### src/rtl/button_debouncer_multi.sv
// N-channel push-button debouncer: sync, per-channel persistence counter, press/release pulses.
// Optional long-press pulse per channel is built only when LONG_PRESS_EN is defined.

module button_debouncer_lane #(
   parameter int CNT_W      = 16,
   parameter int ACTIVE_LOW = 1,
   parameter int LONG_CNT_W = 8
) (
   input  logic clk,
   input  logic rst_n,
   input  logic raw,
   output logic stable,
   output logic press,
   output logic rel,
   output logic long_p
);
   localparam logic POL = (ACTIVE_LOW != 0);

   logic             sync0, sync1;
   logic [CNT_W-1:0] cnt;
   logic             busy, flip;

   assign busy = (sync1 != stable);
   // Counter saturation is the acceptance point; the increment wraps cnt to 0 on the same edge.
   assign flip = busy && (&cnt);

   always_ff @(posedge clk or negedge rst_n) begin
      if (!rst_n) begin
         sync0  <= 1'b0;
         sync1  <= 1'b0;
         cnt    <= '0;
         stable <= 1'b0;
         press  <= 1'b0;
         rel    <= 1'b0;
      end else begin
         sync0  <= raw ^ POL;
         sync1  <= sync0;
         cnt    <= busy ? cnt + CNT_W'(1) : '0;
         if (flip) stable <= ~stable;
         press  <= flip & ~stable;
         rel    <= flip & stable;
      end
   end

`ifdef LONG_PRESS_EN
   localparam logic [LONG_CNT_W-1:0] LC_PRE = {{(LONG_CNT_W-1){1'b1}}, 1'b0};

   logic [LONG_CNT_W-1:0] lc;

   // Pulse only on the step into saturation, so a long hold gives a single pulse.
   always_ff @(posedge clk or negedge rst_n) begin
      if (!rst_n) begin
         lc     <= '0;
         long_p <= 1'b0;
      end else begin
         if (!stable)     lc <= '0;
         else if (~&lc)   lc <= lc + LONG_CNT_W'(1);
         long_p <= stable && (lc == LC_PRE);
      end
   end
`else
   assign long_p = 1'b0 & (LONG_CNT_W > 0);
`endif

endmodule

module button_debouncer_multi #(
   parameter int N_BTN      = 4,
   parameter int CNT_W      = 16,
   parameter int ACTIVE_LOW = 1,
   parameter int LONG_CNT_W = 8
) (
   input  logic             clk,
   input  logic             rst_n,
   input  logic [N_BTN-1:0] btn_raw,
   output logic [N_BTN-1:0] btn_stable,
   output logic [N_BTN-1:0] btn_press,
   output logic [N_BTN-1:0] btn_release,
   output logic [N_BTN-1:0] btn_long
);

   button_debouncer_lane #(
      .CNT_W      (CNT_W),
      .ACTIVE_LOW (ACTIVE_LOW),
      .LONG_CNT_W (LONG_CNT_W)
   ) u_lane [N_BTN-1:0] (
      .clk    (clk),
      .rst_n  (rst_n),
      .raw    (btn_raw),
      .stable (btn_stable),
      .press  (btn_press),
      .rel    (btn_release),
      .long_p (btn_long)
   );

endmodule
### config.mk
export PLATFORM = sky130hd
export DESIGN_NAME = button_debouncer_multi
export DESIGN_NICKNAME = d
export VERILOG_FILES = /design/src/rtl/button_debouncer_multi.sv
export SDC_FILE = /design/constraint.sdc
export NUM_CORES = 1
export LEC_CHECK = 0
export ABC_AREA = 0
export CELL_PAD_IN_SITES_DETAIL_PLACEMENT = 1
export CELL_PAD_IN_SITES_GLOBAL_PLACEMENT = 2
export CORE_MARGIN = 2
export CORE_UTILIZATION = 42
export DETAILED_ROUTE_END_ITERATION = 7
export PLACE_DENSITY = 0.87
export SYNTH_ARGS = -nofsm -noshare
export SYNTH_HDL_FRONTEND = slang
export SYNTH_SLANG_ARGS = --single-unit
### constraint.sdc
create_clock -name clk -period 3 [get_ports clk]
set_input_delay 0.45 -clock clk [delete_from_list [all_inputs] [get_ports clk]]
set_output_delay 0.45 -clock clk [all_outputs]
set_load 0.01 [all_outputs]
==> results of run 1 <==
==> flip-flops by register name, summed over array words and instances, names as in the netlist <==
| register | flops |
|---|---|
| u_lane.cnt | 64 |
| u_lane.press | 4 |
| u_lane.rel | 4 |
| u_lane.stable | 4 |
| u_lane.sync0 | 4 |
| u_lane.sync1 | 4 |
==> where the power goes <==
group	total, mW	internal, mW	switching, mW
Sequential	1.17	1.15	0.0182
Combinational	0.0769	0.0265	0.0505
Clock	0.760	0.329	0.430
Total	2.00	1.51	0.499
==> cell families (layout without fill, tap and decap cells) <==
kind of cell,Yosys count,in the layout
mux,1,1
other cells,1,4
fa+ha+maj,4,4
simple gates,169,169
flops,84,84
compound gates,16,16
xor+xnor,55,55
buf+inv,39,56
==> per-layer routing <==
metal | routed length [um] | vias to the layer above | share of wire | global-route usage
met3 | 165 | 8 | 0.024 | 0.03092
met4 | 108 | 0 | 0.015 | 0.06322
met5 | 0 | - | 0 | 0
li1 | - | 1249 | - | -
met1 | 3410 | 1274 | 0.49 | 0.2128
met2 | 3332 | 22 | 0.47 | 0.2490
==> placed cells by master, fill, tap and decap left out <==
master	instances
sky130_fd_sc_hd__clkinvlp_4	2
sky130_fd_sc_hd__nor2_1	64
sky130_fd_sc_hd__nand2_1	16
sky130_fd_sc_hd__o31ai_1	2
sky130_fd_sc_hd__nor3_1	13
sky130_fd_sc_hd__clkinv_2	1
sky130_fd_sc_hd__and4_4	1
sky130_fd_sc_hd__xor2_1	14
sky130_fd_sc_hd__nand3_2	1
sky130_fd_sc_hd__dfrtp_1	84
sky130_fd_sc_hd__buf_4	7
sky130_fd_sc_hd__inv_1	17
sky130_fd_sc_hd__or3_1	7
sky130_fd_sc_hd__xnor2_1	41
sky130_fd_sc_hd__ha_1	4
sky130_fd_sc_hd__clkinv_4	1
sky130_fd_sc_hd__and4_1	1
sky130_fd_sc_hd__nor2b_1	5
sky130_fd_sc_hd__nor4_2	4
sky130_fd_sc_hd__and3_2	1
sky130_fd_sc_hd__nor4_1	7
sky130_fd_sc_hd__nand4_1	17
sky130_fd_sc_hd__o21ai_0	6
sky130_fd_sc_hd__mux2_2	1
sky130_fd_sc_hd__or4_1	2
sky130_fd_sc_hd__a21oi_1	8
sky130_fd_sc_hd__nand4_2	2
sky130_fd_sc_hd__nand4b_1	3
sky130_fd_sc_hd__inv_6	2
sky130_fd_sc_hd__clkdlybuf4s50_1	16
sky130_fd_sc_hd__and3_1	3
sky130_fd_sc_hd__conb_1	4
sky130_fd_sc_hd__clkbuf_8	10
sky130_fd_sc_hd__nand3_1	22
==> per-stage QoR <==
stage | worst slack [ps] | hold slack [ps] | cell area (um2) | utilization
floorplan | 1438 | 154.4 | 3834 | -
global placement | 1333 | 334.9 | 4030 | 0.4599
detailed placement | 1234 | 336.3 | 4030 | 0.4599
CTS | 1082 | 67.68 | 4214 | 0.4809
global route | 1019 | 79.10 | 4214 | 0.4809
finish | 1115 | 49.00 | 4214 | 0.4809
==> final cells by class <==
class | count | area (um2) | share of cell area
Tap cell | 108 | 135.1 | 0.03207
Timing Repair Buffer | 23 | 212.7 | 0.05048
Sequential cell | 84 | 2102 | 0.4988
Clock inverter | 6 | 46.29 | 0.01099
Inverter | 17 | 63.81 | 0.01514
Clock buffer | 10 | 137.6 | 0.03266
Multi-Input combinational cell | 249 | 1516 | 0.3599
==> final timing paths <==
kind	start	endpoint	slack, ps	depth (start not counted)
setup / recovery	u_lane[3].stable	btn_stable[3]	1110	1
hold / removal	rst_n	u_lane[2].cnt[11]	50	1
setup reg to reg	u_lane[3].cnt[0]	u_lane[3].stable	1250	5
hold reg to reg	u_lane[2].sync0	u_lane[2].sync1	350	0
max in group asynchronous	rst_n	u_lane[0].cnt[5]	2250	2
min in group clk	u_lane[2].sync0	u_lane[2].sync1	350	0
==> results.yml, run 1 <==
run_status:
  run_status: "completed"
setup_path:
  critical_path_buf_inv_count: 1
  worstPathArrival_ps: 1440
  timing.critical_path.required_ps: 2550
  crit_path_max_incr_delay_ps: 590
  setup.worst_path.start_class: "register"
  path_delay_family: "buffers and inverters"
  criticalPathCategory: "reg2out"
  path_max_fanout: 5
  critical_path.cell_chain: "clkdlybuf4s50_1"
  timing.critical_path.slowest_stage_cell: "sky130_fd_sc_hd__clkdlybuf4s50_1"
  endpoint_kind: "output port"
place:
  hpwl_um: 4944
  finalWeightedCongestion: 0.7389
  placed_cells_incl_taps: 481
  port_buffers: 17
power_and_ir_drop:
  vdd_drop_max_v: 0.0002102
  power_per_unit_of_standard_cell_area_mw_per_mm2: 475.6
  leakage_nw: 1.714
  post-layout-total-power_mw: 2.004
clock_network:
  worst_setup_hold_path_clk_slew_ps: 100
  cts_root_buffer: "sky130_fd_sc_hd__clkbuf_8"
  clock_insertion_delay_worst_skew_ps: 350
  cts.htree.levels: 3
  numClockSinks: 84
  postCtsSetupBuffers: 0
  clk_path_buf_depth: 2
  cts_tree: "built"
  cts_hold_buf: 0
  cts-buffers-inserted: 9
  postCtsResizedCells: 0
timing:
  tightest_slew_ps: 505.8
  final_max_slew_viol_count: 0
  fin_crit_ps: 1885
  final_hold_violating_endpoints: 0
  tightest_slew_margin_relative_to_the_limit: 0.6628
  final_min_period_over_clock_period: 0.6285
  setup_viol_count_final: 0
  max_clock_freq_mhz: 530.4
  timing.clock.skew_ps: 13.78
  tns_ps: 0
  rsz_0062_raised_after_global_routing: "no"
synth:
  ys_top_cells_by_count: "84 x sky130_fd_sc_hd__dfrtp_1, 64 x sky130_fd_sc_hd__nor2_1, 41 x sky130_fd_sc_hd__xnor2_1, 22 x sky130_fd_sc_hd__nand3_1"
  synth_flop_cell: "sky130_fd_sc_hd__dfrtp_1"
  synth.yosys.seq_area_share: 0.5499
  synth.most_common_cell: "sky130_fd_sc_hd__dfrtp_1"
  post_synth_xor_area_fraction: 0.1260
  synth.yosys.warnings: 0
  synth_top_area_cell: "sky130_fd_sc_hd__dfrtp_1"
  multiplexer_share_of_the_synthesized_area: 0.002946
  main_combinational_cell_family_by_area_after_synthesis: "simple AND/OR/NAND/NOR gates"
  netlist_top_cells_area: "sky130_fd_sc_hd__dfrtp_1 55%, sky130_fd_sc_hd__xnor2_1 9.4%, sky130_fd_sc_hd__nor2_1 6.3%"
  ys_seq_elements: 84
  number_of_enable_flip_flop_cells_after_synthesis: 0
  postSynthCellCount: 369
  yosysUniqueCellTypes: 31
  synth-compound-area-share: 0.02226
  netlist.area_leader.share: 0.5499
  synthArstFlopShare: 1.000
  synth-adder-area-share: 0.01309
  post_synth_and_or_nand_nor_area_fraction: 0.2285
  synth.cell_area_mm2: 0.003822
  syn_area_per_cell_um2: 10.36
global_routing:
  wire_length_of_the_first_global_routing_pass_um: 12480
  maximum_number_of_pins_on_one_net_before_global_route_repair: 42
  grt_overflow_total: 0
  number_of_global_route_vias_before_repair: 2665
  grt_usage: 0.1570
  grt_antenna_before_repair: 0
detailed_routing:
  final_antenna_net_count: 0
  total_via_count_in_the_routed_design: 2553
  drt_first_pass_iters: 4
  drt-total-wl_um: 7016
  viasPerCell: 5.137
  routed_wire_length_per_instance_um: 14.12
  drc_errors: 0
  drtIter0Drc: 63
final_layout:
  post_route_cells_drive_above_1_share: 0.08483
  nets: 394
  area_delta_synth_final_pct: 10.25
  instances_no_fill: 497
  final.fill_count: 990
  num_antenna_cells: 0
floorplanning:
  std_cell_rows: 34
  die_h_um: 99.40
  io_pins: 22
  initial_utilization: 0.4362
  core_mm2: 0.008763
  floorplan.die_area_mm2: 0.009880
  chipWidth_um: 99.40
hold_path:
  holdCritPathClass: "in2async"
job:
  maxCapViolations: 0
No activity file was read; power rests on OpenSTA's default activity.
==> inputs of run 2 (changes only) <==
CORE_UTILIZATION = 39   (was 42)
PLACE_DENSITY = 0.82   (was 0.87)
clock period = 1.88 ns   (was 3 ns; I/O delays follow)
==> results.yml, run 2 (synthesized netlist as in run 1, its figures left out) <==
run_status:
  run_status: "completed"
timing:
  final_hold_violating_endpoints: 0
  final_max_slew_viol_count: 0
  fin_ws_ps: 194.7
  rsz_0062_raised_after_global_routing: "no"
  timing.clock.skew_ps: 8.812
  setup_viol_count_final: 0
  final_min_period_over_clock_period: 0.8964
  tns_ps: 0
  fin_crit_ps: 1685
  max_clock_freq_mhz: 593.4
  hold_slack_ps: 356.2
setup_path:
  timing.critical_path.slowest_stage_cell: "sky130_fd_sc_hd__clkdlybuf4s50_1"
  crit_path_max_incr_delay_ps: 580
  worstPathArrival_ps: 1400
  worstSetupStartpoint: "u_lane[0].stable"
  path_max_fanout: 5
  criticalPathCategory: "reg2out"
  endpoint_kind: "output port"
  worst-r2r-cell-count: 5
  timing.critical_path.required_ps: 1600
  cp_num_cells: 1
  regToRegStartpoint: "u_lane[0].cnt[0]"
  path_delay_family: "buffers and inverters"
  setup.worst_path.start_class: "register"
  critical_path_buf_inv_count: 1
  critical_path.cell_chain: "clkdlybuf4s50_1"
clock_network:
  numClockSinks: 84
  clk_path_buf_depth: 2
  cts.htree.levels: 3
  cts-buffers-inserted: 9
  cts_tree: "built"
  worst_setup_hold_path_clk_slew_ps: 90
  cts_root_buffer: "sky130_fd_sc_hd__clkbuf_8"
  clock_insertion_delay_worst_skew_ps: 360
floorplanning:
  floorplan.die_area_mm2: 0.01061
  die_h_um: 103
  core_mm2: 0.009639
  std_cell_rows: 36
  initial_utilization: 0.3965
  io_pins: 22
  chipWidth_um: 103
job:
  maxCapViolations: 0
hold_path:
  min_from: "u_lane[3].sync0"
  timing.hold.worst_path_depth: 0
  holdCritPathClass: "reg2reg"
power_and_ir_drop:
  leakage_nw: 1.749
  vdd_drop_max_v: 0.0002916
  power_per_unit_of_standard_cell_area_mw_per_mm2: 739.6
detailed_routing:
  total_via_count_in_the_routed_design: 2612
  final_antenna_net_count: 0
  routed_wire_length_per_instance_um: 13.95
  viasPerCell: 4.966
  drt-total-wl_um: 7340
  drt_first_pass_iters: 4
  drtIter0Drc: 55
  drc_errors: 0
final_layout:
  post_route_cells_drive_above_1_share: 0.09160
  final_common_cell: "sky130_fd_sc_hd__dfrtp_1"
  nets: 398
  largest-register: "u_lane.cnt"
  layout.cells.most_common_list: "84 x sky130_fd_sc_hd__dfrtp_1, 64 x sky130_fd_sc_hd__nor2_1, 41 x sky130_fd_sc_hd__xnor2_1"
  area_delta_synth_final_pct: 12.24
  largest_reg_flops: 64
  num_antenna_cells: 0
place:
  dpl_worst_slack_ps: 200.1
  finalWeightedCongestion: 0.7646
  hpwl_um: 4937
  port_buffers: 17
global_routing:
  grt_overflow_total: 0
  number_of_global_route_vias_before_repair: 2705
  wire_length_of_the_first_global_routing_pass_um: 12670
  grt_usage: 0.1535
  maximum_number_of_pins_on_one_net_before_global_route_repair: 53
  grt_antenna_before_repair: 0
[run 2: changes by cell type in the layout (fill, tap and decap cells not counted)]
cell                            delta
sky130_fd_sc_hd__buf_4             +2
sky130_fd_sc_hd__buf_12            +1
sky130_fd_sc_hd__clkbuf_8          -1
sky130_fd_sc_hd__clkinv_2          +1
sky130_fd_sc_hd__dlygate4sd3_1     +1
sky130_fd_sc_hd__nor4_2            -1
sky130_fd_sc_hd__nor4_4            +1
[run 2: through the flow]
| stage | utilization | cell area (um2) | instances | power [mW] |
|---|---|---|---|---|
| detailed placement | 0.4242 | 4089 | 508 | 2.032 |
| floorplan | - | 3834 | 372 | 1.957 |
| finish | 0.4451 | 4290 | 526 | 3.173 |
| CTS | 0.4434 | 4274 | 525 | 3.232 |
| global route | 0.4451 | 4290 | 526 | 3.329 |
| global placement | 0.4242 | 4089 | 508 | 2.027 |
[run 2: layout make-up]
cell class,instances,area [um2]
clock buffer,9,123.9
clock inverter,7,51.30
fill,1112,5349
inverter,17,63.81
multi-input combinational,249,1525
sequential,84,2102
tap,133,166.4
timing repair buffer,27,257.7
[run 2: path summary, 6_finish.rpt]
check                                          to  slack (ps)
worst max-delay path                btn_stable[0]         190
worst min-delay path              u_lane[3].sync1         360
worst max register to register   u_lane[0].stable         210
worst min register to register    u_lane[3].sync1         360
max in group asynchronous        u_lane[0].cnt[8]         840
min in group asynchronous       u_lane[2].cnt[11]         400
[run 2: where the power goes]
group / internal [mW] / total (mW) / switching [mW]
registers: 1.83 / 1.86 / 0.0298
clock network: 0.487 / 1.18 / 0.693
logic: 0.0467 / 0.129 / 0.0820
[run 2: per-layer routing]
layer	global-route usage	vias to the layer above	wire length (um)
met4	0.05364	0	93
met3	0.04475	7	194
met2	0.2488	20	3518
met1	0.1969	1328	3533
met5	0	-	0
li1	-	1257	-
[run 2: repair_timing]
item,CTS,global route
endpoints found under the setup margin,0,1
endpoints found under the hold margin,32,0
gates resized for setup,0,1
buffers inserted,0,1
hold buffers,1,0
